$ cat src/rtl/avalon_mm_csr_slave.sv
// avalon_mm_csr_slave: Avalon-MM responder for the audio-effect CSR bank.
// RW control registers at word addresses 0..NUM_RW-1 are exported on ctrl_o.
// RO status words follow at NUM_RW..NUM_RW+NUM_RO-1. Reads use fixed latency
// with readdatavalid. Waitrequest covers post-reset init and the commit stall.
// Optional feature macro: AVMM_CSR_SHADOW_EN (shadow/commit double buffering;
// the COMMIT register sits at address NUM_RW+NUM_RO).
module avalon_mm_csr_slave #(
    parameter int DATA_WIDTH   = 16,
    parameter int ADDR_WIDTH   = 16,
    parameter int NUM_RW       = 8,
    parameter int NUM_RO       = 4,
    parameter int READ_LATENCY = 2,
    parameter int INIT_CYCLES  = 4
) (
    input  logic                         clk_i,
    input  logic                         rst_i,
    input  logic [ADDR_WIDTH-1:0]        avs_address_i,
    input  logic                         avs_write_i,
    input  logic [DATA_WIDTH-1:0]        avs_writedata_i,
    input  logic [DATA_WIDTH/8-1:0]      avs_byteenable_i,
    input  logic                         avs_read_i,
    output logic [DATA_WIDTH-1:0]        avs_readdata_o,
    output logic                         avs_readdatavalid_o,
    output logic                         avs_waitrequest_o,
    input  logic [NUM_RW*DATA_WIDTH-1:0] rw_defaults_i,
    input  logic [NUM_RO*DATA_WIDTH-1:0] status_i,
    input  logic                         update_i,
    output logic [NUM_RW*DATA_WIDTH-1:0] ctrl_o
);

    localparam int BE_W  = DATA_WIDTH / 8;
    localparam int CNT_W = (INIT_CYCLES > 1) ? $clog2(INIT_CYCLES) : 1;
    localparam logic [CNT_W-1:0] CNT_LAST = CNT_W'(INIT_CYCLES - 1);

`ifdef AVMM_CSR_SHADOW_EN
    localparam logic [ADDR_WIDTH-1:0] COMMIT_ADDR = ADDR_WIDTH'(NUM_RW + NUM_RO);
    typedef enum logic [1:0] {S_INIT, S_READY, S_COMMIT_WAIT} state_t;
`else
    typedef enum logic [1:0] {S_INIT, S_READY} state_t;
`endif

    state_t                 state_q, state_d;
    logic [CNT_W-1:0]       init_cnt_q, init_cnt_d;
    logic                   init_load;
    logic                   commit_now;
    logic                   wr_acc, rd_acc;
    logic [DATA_WIDTH-1:0]  rw_q [NUM_RW];
    logic [DATA_WIDTH-1:0]  rd_word;
    logic [READ_LATENCY-1:0] vld_q;
    logic [DATA_WIDTH-1:0]  dat_q [READ_LATENCY];

    // State and init counter registers
    always_ff @(posedge clk_i or posedge rst_i) begin
        if (rst_i) begin
            state_q    <= S_INIT;
            init_cnt_q <= '0;
        end else begin
            state_q    <= state_d;
            init_cnt_q <= init_cnt_d;
        end
    end

    // Next-state, waitrequest and load/commit strobes
    always_comb begin
        state_d           = state_q;
        init_cnt_d        = init_cnt_q;
        avs_waitrequest_o = 1'b1;
        init_load         = 1'b0;
        commit_now        = 1'b0;
        unique case (state_q)
            S_INIT: begin
                init_cnt_d = init_cnt_q + 1'b1;
                if (init_cnt_q == CNT_LAST) begin
                    init_load  = 1'b1;
                    init_cnt_d = '0;
                    state_d    = S_READY;
                end
            end
            S_READY: begin
                avs_waitrequest_o = 1'b0;
`ifdef AVMM_CSR_SHADOW_EN
                // A COMMIT write without update_i is stalled until the
                // next sample boundary so the effect blocks never see a
                // half-updated parameter set.
                if (avs_write_i && avs_address_i == COMMIT_ADDR) begin
                    if (update_i) begin
                        commit_now = 1'b1;
                    end else begin
                        avs_waitrequest_o = 1'b1;
                        state_d           = S_COMMIT_WAIT;
                    end
                end
`endif
            end
`ifdef AVMM_CSR_SHADOW_EN
            S_COMMIT_WAIT: begin
                if (update_i) begin
                    avs_waitrequest_o = 1'b0;
                    commit_now        = 1'b1;
                    state_d           = S_READY;
                end
            end
`endif
            default: state_d = S_INIT;
        endcase
    end

    // A simultaneous read+write is a protocol violation: the write wins
    assign wr_acc = avs_write_i & ~avs_waitrequest_o;
    assign rd_acc = avs_read_i & ~avs_write_i & ~avs_waitrequest_o;

    // RW (or shadow) registers: init load, then byte-lane writes
    always_ff @(posedge clk_i or posedge rst_i) begin
        if (rst_i) begin
            for (int k = 0; k < NUM_RW; k++) rw_q[k] <= '0;
        end else if (init_load) begin
            for (int k = 0; k < NUM_RW; k++)
                rw_q[k] <= rw_defaults_i[k*DATA_WIDTH +: DATA_WIDTH];
        end else if (wr_acc) begin
            for (int k = 0; k < NUM_RW; k++) begin
                if (avs_address_i == ADDR_WIDTH'(k)) begin
                    for (int b = 0; b < BE_W; b++) begin
                        if (avs_byteenable_i[b])
                            rw_q[k][b*8 +: 8] <= avs_writedata_i[b*8 +: 8];
                    end
                end
            end
        end
    end

`ifdef AVMM_CSR_SHADOW_EN
    logic [DATA_WIDTH-1:0] commit_q [NUM_RW];

    // Committed copy: loaded at init, copied from shadow on commit
    always_ff @(posedge clk_i or posedge rst_i) begin
        if (rst_i) begin
            for (int k = 0; k < NUM_RW; k++) commit_q[k] <= '0;
        end else if (init_load) begin
            for (int k = 0; k < NUM_RW; k++)
                commit_q[k] <= rw_defaults_i[k*DATA_WIDTH +: DATA_WIDTH];
        end else if (commit_now) begin
            for (int k = 0; k < NUM_RW; k++) commit_q[k] <= rw_q[k];
        end
    end

    for (genvar g = 0; g < NUM_RW; g++) begin : g_ctrl
        assign ctrl_o[g*DATA_WIDTH +: DATA_WIDTH] = commit_q[g];
    end
`else
    logic unused_update;
    assign unused_update = update_i ^ commit_now;

    for (genvar g = 0; g < NUM_RW; g++) begin : g_ctrl
        assign ctrl_o[g*DATA_WIDTH +: DATA_WIDTH] = rw_q[g];
    end
`endif

    // Read decode; unmapped addresses (including COMMIT) read as zero
    always_comb begin
        rd_word = '0;
        for (int k = 0; k < NUM_RW; k++)
            if (avs_address_i == ADDR_WIDTH'(k)) rd_word = rw_q[k];
        for (int j = 0; j < NUM_RO; j++)
            if (avs_address_i == ADDR_WIDTH'(NUM_RW + j))
                rd_word = status_i[j*DATA_WIDTH +: DATA_WIDTH];
    end

    // Read pipeline; data stages only advance with a valid so the last
    // stage holds the previous read data while readdatavalid is low
    always_ff @(posedge clk_i or posedge rst_i) begin
        if (rst_i) begin
            vld_q <= '0;
            for (int k = 0; k < READ_LATENCY; k++) dat_q[k] <= '0;
        end else begin
            vld_q[0] <= rd_acc;
            if (rd_acc) dat_q[0] <= rd_word;
            for (int k = 1; k < READ_LATENCY; k++) begin
                vld_q[k] <= vld_q[k-1];
                if (vld_q[k-1]) dat_q[k] <= dat_q[k-1];
            end
        end
    end

    assign avs_readdatavalid_o = vld_q[READ_LATENCY-1];
    assign avs_readdata_o      = dat_q[READ_LATENCY-1];

endmodule

$ cat config.mk
export PLATFORM = sky130hd
export DESIGN_NAME = avalon_mm_csr_slave
export DESIGN_NICKNAME = d
export VERILOG_FILES = /design/src/rtl/avalon_mm_csr_slave.sv
export SDC_FILE = /design/constraint.sdc
export NUM_CORES = 1
export LEC_CHECK = 0
export ABC_AREA = 1
export CAP_MARGIN = 20
export CORE_ASPECT_RATIO = 0.9
export CORE_MARGIN = 3
export CORE_UTILIZATION = 45
export DETAILED_ROUTE_END_ITERATION = 16
export HOLD_SLACK_MARGIN = 0.03
export PLACE_DENSITY = 0.78
export SETUP_SLACK_MARGIN = 0.5
export SKIP_LAST_GASP = 1
export SLEW_MARGIN = 20
export SYNTH_ARGS = -nofsm -noshare
export SYNTH_HDL_FRONTEND = slang
export SYNTH_SLANG_ARGS = --single-unit
export TNS_END_PERCENT = 5
$ cat constraint.sdc
create_clock -name clk_i -period 7.2 [get_ports clk_i]
set_input_delay 2.16 -clock clk_i [delete_from_list [all_inputs] [get_ports clk_i]]
set_output_delay 2.16 -clock clk_i [all_outputs]
set_load 0.02 [all_outputs]
==> impl_metrics.toml, run 1 <==
[layout]
post-route-util_pct = 67.4
instances_no_fill = 1826
area_growth_pct = 44.8
drive_gt1_share_pct = 13.2
nNetsFinal = 1758

[drt]
ant_nets = 0
postRouteWirelength_um = 36900
vias = 9964
drt_first_pass_iters = 5
drtIter0Drc = 795
wl_per_cell_um = 20.2
routed_via_density = 5.46
drc = 0

[synth]
syn_nets = 1432
synth_compound_area_share_pct = 2.35
synth_top_family_by_area = "simple AND/OR/NAND/NOR gates"
async_flop_share_pct = 100
synth_edf_count = 0
synth_top_flop_cell = "dfrtp_1"
synth_common_cells = "305 x nand2_1, 220 x nand3_1, 165 x dfrtp_1, 121 x nor2_1, 105 x mux2_2"
ys_ff_latch = 165
synth.most_common_cell = "nand2_1"
ys_seq_area_share_pct = 42.0
synth.top_cell.area_share_pct = 42.0
ys_types = 32
yosysWarningCount = 0
synth_adder_area_share_pct = 0.127
avgSynthCellArea_um2 = 8.20
netlist_top_cells_area = "dfrtp_1 42%, mux2_2 12%, nand2_1 12%"
yosysTopAreaCell = "dfrtp_1"
synth_xor_area_share_pct = 0
netlist_area_mm2 = 0.00984
synth-simple-area-share_pct = 35.6
synth_mux_area_share_pct = 13.4
netlist_instances = 1200

[clock_network]
ctsRootBufferMaster = "clkbuf_16"
cts.sinks = 165
hold_buffers = 0
postCtsSetupBuffers = 0
numCtsBuffers = 17
cts_tree = "yes"
cts_resized = 0
cts.path.max_buffers = 2
cts_max_level = 4
clkTransAtPathRegs_ns = 0.07
clk_latency_ns = 0.43

[die]
placementRows = 50
die_x_um = 162
core_area_mm2 = 0.0211
die-height_um = 146
start_util_pct = 46.5
dieArea_mm2 = 0.0237
ios = 377

[critical_path]
crit_family = "simple AND/OR/NAND/NOR gates"
cpPeakStageDelay_ns = 0.63
path_class = "in2reg"
worstSetupStartpointType = "input port"
cp_max_fo = 60
cp_data_required_time_ns = 7.51
cp.buffers_inverters = 3
crit_slowest_cell = "buf_4"
cp-end-kind = "flip-flop"
path_cells = "clkdlybuf4s50_1, nor2_1, nand2_1, nor2_4, buf_4, and2_1, inv_1, nand2_2, nand3_4, mux2_2"
critical_path_arrival_ns = 5.07

[sta]
fmax_ghz = 0.210
setup_tns_ns = 0
slew_headroom_pct = 38.1
maxSlewViolCount = 0
setup_viol = 0
worst_pin_slew_ns = 0.927
timing.final.crit_share_pct = 66.2
post-route-min-period_ns = 4.76
rsz0062_at_grt = "no"
final-hold-violation-count = 0
skew_ns = 0.0133

[placed_design]
placed_cells = 1793
numPortBuffers = 375
gp_congestion = 0.876
dpl.hpwl_um = 27500

[pwr]
power_mw = 2.35
power_density_mw_per_mm2 = 165
p_leak_nw = 6.26
peakVddDrop_mv = 0.163

[hold_path]
hold_path.class = "reg2reg"

[job]
drv_cap = 0

[global_routing]
grt_overflow = 0
grt_max_degree = 92
antenna_found_initial = 2
grt_pass1_wl_um = 56600
grt_pass1_vias = 10107
grt_usage_pct = 30.8

[outcome]
status = "finished, final reports clean"
-- state kept, by name, indices dropped and copies added (netlist names) --
register and cells:
vld_q 2, avs_readdata_o 16, init_cnt_q 2, state_q 1
dat_q 16, ctrl_o 128
-- cells in the final DEF (no fill, tap or decap), types with 10 or more instances in the layout --
cell and instances:
a21oi_1 41, clkbuf_16 17, inv_1 54, nand2_1 305, clkdlybuf4s50_1 375, nand2_2 10
nand3_1 220, nor3_1 11, mux2_2 105, nor2_1 121, nand3_4 12, nand4_1 30
dfrtp_1 165
-- cell families (layout without fill, tap and decap cells) --
kind of cell    count (synthesis)  after routing
simple gates                  735            735
flops                         165            165
buf+inv                       139            477
mux                           116            116
compound gates                 44             44
fa+ha+maj                       1              1
other cells                     0              2
-- report_power, final --
part / total (mW) / internal [mW] / switching [mW]
Combinational: 0.376 / 0.206 / 0.170
Clock: 0.973 / 0.570 / 0.403
Sequential: 0.997 / 0.964 / 0.0333
Total: 2.35 / 1.74 / 0.607
-- layout make-up --
| cell class | instances | area, µm² |
|---|---|---|
| Timing Repair Buffer | 380 | 3790 |
| Clock inverter | 12 | 165 |
| Multi-Input combinational cell | 896 | 5090 |
| Sequential cell | 165 | 4130 |
| Antenna cell | 2 | 5.00 |
| Inverter | 66 | 255 |
| Clock buffer | 19 | 453 |
| Fill cell | 1756 | 6900 |
| Tap cell | 286 | 358 |
-- path summary, 6_finish.rpt --
check / start / to / slack, ns / cells past startpoint
max in group asynchronous: rst_i / ctrl_o[60] / 3.82 / 3
setup / recovery: avs_address_i[11] / ctrl_o[37] / 2.44 / 10
setup reg to reg: state_q[0] / ctrl_o[49] / 3.69 / 5
min in group asynchronous: rst_i / dat_q[22] / 2.30 / 2
hold reg to reg: dat_q[30] / dat_q[30] / 0.48 / 2
hold / removal: dat_q[30] / dat_q[30] / 0.48 / 2
-- metrics by stage --
step	cell area [µm²]	hold slack, ns	worst slack, ns
floorplan	9840	0.352	0.578
detailed placement	13600	0.459	2.07
global placement	13600	0.458	2.10
finish	14200	0.476	2.44
global route	14200	0.493	2.26
CTS	14200	0.478	2.49
-- metal layers --
| layer | GRT usage (%) | vias up | wire, µm |
|---|---|---|---|
| li1 | - | 4653 | - |
| met1 | 38.4 | 4784 | 14600 |
| met2 | 51.5 | 461 | 17900 |
| met3 | 8.45 | 66 | 3290 |
| met4 | 10.9 | 0 | 1120 |
| met5 | 0 | - | 0 |
-- worst reg2reg max path, cell delays in order (launching register included) --
cell	delay, ns
dfrtp_1	0.49
inv_4	0.58
nand2_2	0.68
nand2_2	0.54
nand3_1	0.61
mux2_2	0.50
Note: power is estimated with default switching activity, not from simulation.
==> run 2, diff against run 1 <==
==> constraint.sdc (replaced) <==
create_clock -name clk_i -period 5 [get_ports clk_i]
set_input_delay 1.5 -clock clk_i [delete_from_list [all_inputs] [get_ports clk_i]]
set_output_delay 1.5 -clock clk_i [all_outputs]
set_load 0.02 [all_outputs]
==> impl_metrics.toml, run 2 (same netlist as run 1, synthesis figures left out) <==
[outcome]
status = "finished, final reports clean"

[critical_path]
rrSetupSlack_ns = 1.44
worstSetupStartpointType = "flip-flop"
path_class = "reg2out"
reg2reg_depth = 5
cp_max_fo = 79
critical_path_arrival_ns = 2.37
reg2reg_from = "state_q[0]"
r2r-end = "ctrl_o[55]"
cp_data_required_time_ns = 3.50
cp-end-kind = "output port"

[drt]
drtIter0Drc = 693
drt_first_pass_iters = 5
wl_per_cell_um = 20.2
vias = 10087
routed_via_density = 5.49
drc = 0
postRouteWirelength_um = 37100
ant_nets = 0

[layout]
fin_area_mm2 = 0.0143
fillCellCount = 1774
nNetsFinal = 1765
largest_reg_flops = 128
final_common_cell = "clkdlybuf4s50_1"
area_growth_pct = 45.3
drive_gt1_share_pct = 13.5
area.sequential_mm2 = 0.00413
final_cell_mix = "375 x clkdlybuf4s50_1, 305 x nand2_1, 220 x nand3_1"
multi_input_area_mm2 = 0.00509

[clock_network]
clkTransAtPathRegs_ns = 0.07
numCtsBuffers = 17
hold_buffers = 0
cts_max_level = 4
postCtsSetupBuffers = 0
clk_latency_ns = 0.44
cts.sinks = 165
cts_resized = 0
ctsRootBufferMaster = "clkbuf_16"
cts_tree = "yes"
cts.path.max_buffers = 2

[hold_path]
hold_depth = 2
hold_path.class = "reg2reg"
holdPathEnd = "dat_q[21]"
hold_start = "dat_q[21]"

[sta]
final-hold-violation-count = 0
slew_headroom_pct = 31.7
post-route-min-period_ns = 3.87
rsz0062_at_grt = "no"
maxSlewViolCount = 0
setup_viol = 0
setup_tns_ns = 0
timing.final.crit_share_pct = 77.3
fmax_ghz = 0.259
skew_ns = 0.0143
worst_pin_slew_ns = 1.02

[pwr]
sequentialPowerShare_pct = 42.7
switching_power_uw = 881
peakVddDrop_mv = 0.211
comb_power_share_pct = 16.2
swShare_pct = 26.2
power_density_mw_per_mm2 = 235
p_int_mw = 2.48
p_leak_nw = 6.30
clkPwrFrac_pct = 41.1

[die]
die_x_um = 162
ios = 377
start_util_pct = 46.5
placementRows = 50
die-height_um = 146
core_area_mm2 = 0.0211
dieArea_mm2 = 0.0237

[global_routing]
grt_usage_pct = 30.9
grtUsageMet1_pct = 38.0
grt_pass1_vias = 10140
grt_max_degree = 166
grt_overflow = 0
grt_pass1_wl_um = 57200
top_usage_layer = "met2"
antenna_found_initial = 4
use_met3_pct = 7.74
met2_usage_pct = 52.7

[placed_design]
postPlaceCellArea_mm2 = 0.0137
dpl.hpwl_um = 27600
numPortBuffers = 375
gp_congestion = 0.857

[job]
drv_cap = 0
## run 2: cell types whose count changed in the layout (fill, tap and decap cells not counted)
cell      delta
diode_2      +2
buf_4        +6
clkbuf_1     +2
clkinv_4     +2
clkinv_2     +1
clkbuf_8     -2
inv_6        -2
buf_12       +1
## run 2: through the flow
stage	hold slack [ns]	setup slack [ns]	util (%)	std cells	power, mW
after floorplan	0.352	1.40	-	1200	1.65
after global placement	0.457	0.900	64.7	1800	2.00
after detailed placement	0.462	0.827	64.7	1800	2.00
after CTS	0.480	1.16	67.6	1832	3.38
after global routing	0.498	1.06	67.6	1836	3.47
final	0.474	1.13	67.6	1836	3.36
## run 2: final cells by class
type | count | share of cell area, %
Tap cell | 286 | 2.50
Inverter | 66 | 1.78
Timing Repair Buffer | 387 | 27.0
Clock inverter | 13 | 1.20
Antenna cell | 4 | 0.0700
Multi-Input combinational cell | 896 | 35.6
Sequential cell | 165 | 28.9
Clock buffer | 19 | 3.03
## run 2: worst max-delay path by stage
stage / cells past startpoint / start / end
final: 2 / state_q[0] / avs_waitrequest_o
after floorplan: 1 / rst_i / avs_readdata_o[0]
after global placement: 8 / avs_address_i[5] / ctrl_o[49]
after detailed placement: 8 / avs_address_i[4] / ctrl_o[57]
after global routing: 2 / state_q[0] / avs_waitrequest_o
after CTS: 2 / state_q[0] / avs_waitrequest_o
## run 2: routing by layer
layer | vias to the layer above | routed length [µm] | part of all wire (%)
met5 | - | 0 | 0
met4 | 0 | 962 | 2.6
met3 | 61 | 3210 | 8.6
met2 | 487 | 18400 | 50
met1 | 4867 | 14500 | 39
li1 | 4672 | - | -
## run 2: power groups by stage
| stage | Sequential [mW] | Clock [mW] | Combinational [mW] |
|---|---|---|---|
| after global routing | 1.44 | 1.45 | 0.579 |
| after detailed placement | 1.46 | 0 | 0.543 |
| after global placement | 1.46 | 0 | 0.538 |
| after floorplan | 1.51 | 0 | 0.132 |
| after CTS | 1.44 | 1.39 | 0.547 |
| final | 1.44 | 1.38 | 0.543 |
## run 2: worst max-delay path, cell delays in order (launching register included)
cell and delay, ns:
dfrtp_1 0.49, inv_4 0.62, clkdlybuf4s50_1 0.75
